===== src/rtl/uart_pkg.sv =====
// Shared UART definitions: receiver/transmitter FSM states and baud divisor helper.
// Imported by uart_rx and the tx path so both agree on bit timing.
package uart_pkg;

  typedef enum logic [2:0] {
    ST_IDLE,
    ST_START,
    ST_DATA,
    ST_STOP,
    ST_BREAK
  } uart_state_e;

  // Integer truncation: the bit period runs slightly short, which centred sampling tolerates.
  function automatic int clks_per_bit(input int clk_hz, input int baud);
    return clk_hz / baud;
  endfunction

endpackage


===== src/rtl/sync_2ff.sv =====
// Two-flop synchroniser for a single asynchronous input.
// RESET_VAL presets both flops so an idle line causes no spurious edge after reset.
module sync_2ff #(
  parameter logic RESET_VAL = 1'b0
) (
  input  logic clk,
  input  logic rst,
  input  logic d,
  output logic q
);

  logic meta;

  always_ff @(posedge clk) begin
    if (rst) begin
      meta <= RESET_VAL;
      q    <= RESET_VAL;
    end else begin
      meta <= d;
      q    <= meta;
    end
  end

endmodule


===== src/rtl/uart_rx.sv =====
// 8N1 UART receiver: mid-bit sampling, valid/ready holding register,
// one-cycle framing-error and overrun pulses.
//
// state    | meaning
// IDLE     | line idle, waiting for rx_s low
// START    | timing to middle of start bit, rejects glitches
// DATA     | sampling DATA_W bits, LSB first, one per bit period
// STOP     | sampling stop bit; high delivers byte, low flags error
// BREAK    | line held low after framing error, wait for release
module uart_rx
  import uart_pkg::*;
#(
  parameter int CLK_HZ = 50_000_000,
  parameter int BAUD   = 115_200,
  parameter int DATA_W = 8
) (
  input  logic              clk,
  input  logic              rst,
  input  logic              rx_i,
  output logic [DATA_W-1:0] data_o,
  output logic              t_valid_o,
  input  logic              t_ready_i,
  output logic              frame_err_o,
  output logic              overrun_o,
  output logic              busy_o
);

  localparam int CLKS_PER_BIT = clks_per_bit(CLK_HZ, BAUD);
  localparam int HALF_BIT     = CLKS_PER_BIT / 2;
  localparam int CNT_W        = (CLKS_PER_BIT > 1) ? $clog2(CLKS_PER_BIT) : 1;
  localparam int IDX_W        = (DATA_W > 1) ? $clog2(DATA_W) : 1;

  localparam logic [CNT_W-1:0] CNT_LAST = CNT_W'(CLKS_PER_BIT - 1);
  localparam logic [CNT_W-1:0] CNT_HALF = CNT_W'(HALF_BIT - 1);
  localparam logic [IDX_W-1:0] IDX_LAST = IDX_W'(DATA_W - 1);

  logic              rx_s;
  uart_state_e       state_q, state_d;
  logic [CNT_W-1:0]  cnt_q, cnt_d;
  logic [IDX_W-1:0]  idx_q, idx_d;
  logic [DATA_W-1:0] shift_q, shift_d;
  logic              byte_done;
  logic              stop_bad;

  sync_2ff #(.RESET_VAL(1'b1)) u_sync_rx (
    .clk (clk),
    .rst (rst),
    .d   (rx_i),
    .q   (rx_s)
  );

  always_comb begin
    state_d   = state_q;
    cnt_d     = cnt_q + CNT_W'(1);
    idx_d     = idx_q;
    shift_d   = shift_q;
    byte_done = 1'b0;
    stop_bad  = 1'b0;
    case (state_q)
      ST_IDLE: begin
        cnt_d = '0;
        if (!rx_s) state_d = ST_START;
      end
      ST_START: begin
        if (cnt_q == CNT_HALF) begin
          cnt_d = '0;
          if (rx_s) begin
            state_d = ST_IDLE;
          end else begin
            state_d = ST_DATA;
            idx_d   = '0;
          end
        end
      end
      ST_DATA: begin
        if (cnt_q == CNT_LAST) begin
          cnt_d   = '0;
          shift_d = {rx_s, shift_q[DATA_W-1:1]};
          if (idx_q == IDX_LAST) state_d = ST_STOP;
          else                   idx_d   = idx_q + IDX_W'(1);
        end
      end
      ST_STOP: begin
        if (cnt_q == CNT_LAST) begin
          cnt_d = '0;
          if (rx_s) begin
            byte_done = 1'b1;
            state_d   = ST_IDLE;
          end else begin
            stop_bad = 1'b1;
            state_d  = ST_BREAK;
          end
        end
      end
      ST_BREAK: begin
        cnt_d = '0;
        if (rx_s) state_d = ST_IDLE;
      end
      default: begin
        cnt_d   = '0;
        state_d = ST_IDLE;
      end
    endcase
  end

  always_ff @(posedge clk) begin
    if (rst) begin
      state_q     <= ST_IDLE;
      cnt_q       <= '0;
      idx_q       <= '0;
      shift_q     <= '0;
      data_o      <= '0;
      t_valid_o   <= 1'b0;
      frame_err_o <= 1'b0;
      overrun_o   <= 1'b0;
    end else begin
      state_q     <= state_d;
      cnt_q       <= cnt_d;
      idx_q       <= idx_d;
      shift_q     <= shift_d;
      frame_err_o <= stop_bad;
      overrun_o   <= byte_done & t_valid_o & ~t_ready_i;
      // A same-cycle accept frees the holding register for the new byte.
      if (byte_done && (!t_valid_o || t_ready_i)) begin
        data_o    <= shift_q;
        t_valid_o <= 1'b1;
      end else if (t_ready_i) begin
        t_valid_o <= 1'b0;
      end
    end
  end

  assign busy_o = (state_q != ST_IDLE);

endmodule


===== config.mk =====
export PLATFORM = sky130hd
export DESIGN_NAME = uart_rx
export DESIGN_NICKNAME = d
export VERILOG_FILES = /design/src/rtl/uart_pkg.sv /design/src/rtl/sync_2ff.sv /design/src/rtl/uart_rx.sv
export SDC_FILE = /design/constraint.sdc
export NUM_CORES = 1
export LEC_CHECK = 0
export BUFFER_PORTS_ARGS = -buffer_cell sky130_fd_sc_hd__buf_2
export CORE_MARGIN = 2
export CORE_UTILIZATION = 50
export DETAILED_ROUTE_END_ITERATION = 10
export PLACE_DENSITY = 0.69
export SETUP_SLACK_MARGIN = 0.15
export SLEW_MARGIN = 25
export SYNTH_ARGS = -nofsm -noshare
export SYNTH_HDL_FRONTEND = slang
export SYNTH_HIERARCHICAL = 1
export SYNTH_SLANG_ARGS = --single-unit
export TNS_END_PERCENT = 30

===== constraint.sdc =====
create_clock -name clk -period 2.1 [get_ports clk]
set_clock_uncertainty 0.1 [all_clocks]
set_input_delay 0.105 -clock clk [delete_from_list [all_inputs] [get_ports clk]]
set_output_delay 0.105 -clock clk [all_outputs]
set_load 0.01 [all_outputs]

==> metrics <==
status=complete, no violations; Initial Util=53.8%; core area=3100 um2; Post-Syn Instances=179; Max Fanout on Critical Path=13; fraction of registers with async set/reset=0%; Critical Path AT=2.04 ns; input/output buffers=15; count of final setup violators=0; final cell count without fillers=241; H-tree depth=2; IO Count=16; # rows=20; fin nets=205; fraction of layout cells with a size suffix above 1=18.8%; HP Class=in2reg; Area Growth Syn to Fin=12.6%; Antenna Violating Nets Remaining=0; Die X=61.8 um; endpoints failing hold=0; Peak Freq=526 MHz; Worst-Skew Late Latency=0.34 ns; syn_nets=188; dpl cells=230; multi-input logic area=878 um2; Final period util=90.5%; Detailed Place HPWL=2.29 mm; Storage cell area=722 um2; clk buf depth=2; Power Dens Cells=797 nW/um2; clk sinks=36; leakage=0.700 nW; Yosys Warn Count=6; vias in the first global route=1238; Slew headroom=70.2%; Vias/cell=5.54; drc violations=0; r2r setup slk=0.20 ns; Worst Setup Path Type=reg2reg; Max-Cap Viols=0; CP endpoint kind=flip-flop; most frequent cells in the layout=dfxtp_1 (35), nor2_1 (24), buf_2 (15); full die area=3820 um2; CTS tree=yes; cell area after synthesis=1670 um2; GRT Residual Overflow=0; Max Slew Vio Count=0; wire per inst=13.3 um; Die Ht=61.8 um; Most used DFF post-synth=dfxtp_1; Netlist cell types=48; DR iter-0 viols=66; post-synthesis sequential element count=36; number of buffers created by CTS=5; Startpoint Class=flip-flop; EDFF count, synth=0; Tightest Pin Transition=0.447 ns; Pre-antenna DRT Iters=4; gpl congestion=0.801; Tmin final=1.90 ns; Worst-path clk slew=0.11 ns; overall routing resource usage=19.5%; register area share after synthesis=43.2%; commonest non-fill, non-tap cell in the layout=dfxtp_1; CP required=2.24 ns; largest net degree at the start of global routing=28; VDD IR max=0.693 mV; root buffer cell=clkbuf_4; final std cell area, no fill=1880 um2; diode count=0; Total Neg Setup Slack=0 ns; Post-DP Area=1760 um2; fillers=317; Finished Core Util=60.6%; unrepaired setup endpoints after global routing=yes; initial antenna violation count=0; global-route wire length before repair=5.40 mm; WL final=3.20 mm; mean post-synth cell area=9.32 um2; vias post-DR=1336
-- report_power, final --
part	total (mW)	switching [mW]	internal [mW]
combinational	0.271	0.152	0.119
sequential	0.753	0.0487	0.704
clock	0.473	0.224	0.249
-- synthesized netlist by cell type (2+ instances only) --
master	instances	area share, %
a41o_1	2	1.2
o2111ai_1	2	1.0
a21oi_1	10	3.0
xnor2_1	6	3.1
nand3_1	10	3.0
clkbuf_1	4	0.90
nand2b_1	2	0.75
nor2_1	24	5.4
o21ai_0	2	0.60
nand2_1	10	2.2
o211a_1	2	1.2
mux2i_1	9	5.4
nand4b_1	3	1.6
buf_2	5	1.5
nor3_1	5	1.5
nor3b_1	2	0.90
nand4bb_1	2	1.3
o311a_1	2	1.2
or3_1	2	0.75
or2_1	3	1.1
dfxtp_1	36	43
xor2_1	2	1.0
inv_1	5	1.1
ha_1	5	3.7
-- sequential cells by signal (all words and copies together), names as in the netlist --
name,cells
u_sync_rx/q,1
idx_q,3
overrun_o,1
u_sync_rx/meta,1
data_o,8
t_valid_o,1
state_q,3
frame_err_o,1
shift_q,8
cnt_q,9
-- layer usage --
| metal | routed length (um) | GRT usage, % | vias up |
|---|---|---|---|
| met1 | 1500 | 24.3 | 635 |
| li1 | - | - | 673 |
| met2 | 1530 | 31.0 | 20 |
| met3 | 105 | 4.97 | 8 |
| met5 | 0 | 0 | - |
| met4 | 70 | 10.6 | 0 |
-- cells by family (layout without fill, tap and decap cells) --
kind of cell / Yosys count / in the layout / share of synthesized area (%)
buffers and inverters: 17 / 35 / 4.87
muxes: 10 / 10 / 6.07
xor gates and xnor gates: 8 / 8 / 4.20
DFF: 36 / 36 / 43.2
and+or+nand+nor: 75 / 75 / 25.7
AOI/OAI and AO/OA: 28 / 28 / 12.2
adders and majority gates: 5 / 5 / 3.75
-- what timing repair did --
item / in CTS / in global routing
hold buffers: 2 / 0
endpoints found under the setup margin: 0 / 1
buffers inserted: 0 / 1
resized for setup: 0 / 4
endpoints found under the hold margin: 2 / 0
-- critical path, cell delays in order (launching register included) --
cell and delay, ns:
dfxtp_1 0.56, or3b_1 0.48, a21oi_2 0.22, nor3_2 0.09
buf_4 0.14, a41o_1 0.22
-- path summary, 6_finish.rpt --
kind / startpoint / to / cells after the start
worst max-delay path: state_q[1] / idx_q[1] / 5
worst min-delay path: rst / data_o[1] / 2
worst max register to register: state_q[1] / idx_q[1] / 5
worst min register to register: u_sync_rx/meta / u_sync_rx/q / 1
-- cell type report --
type                            count  share of cell area, %
Clock buffer                        6                   2.20
Clock inverter                      2                   1.86
Inverter                            6                   1.20
Multi-Input combinational cell    126                   46.7
Sequential cell                    36                   38.4
Tap cell                           44                   2.93
Timing Repair Buffer               21                   6.66
-- per-stage QoR --
| step | total power [mW] | setup WS (ns) | hold WS, ns |
|---|---|---|---|
| CTS | 1.49 | 0.206 | 0.0626 |
| global route | 1.58 | 0.145 | 0.0828 |
| global placement | 1.00 | 0.310 | 0.182 |
| finish | 1.50 | 0.199 | 0.0783 |
| detailed placement | 1.02 | 0.241 | 0.190 |
| floorplan | 0.961 | 0.407 | 0.102 |
Note: power is estimated with default switching activity, not from simulation.
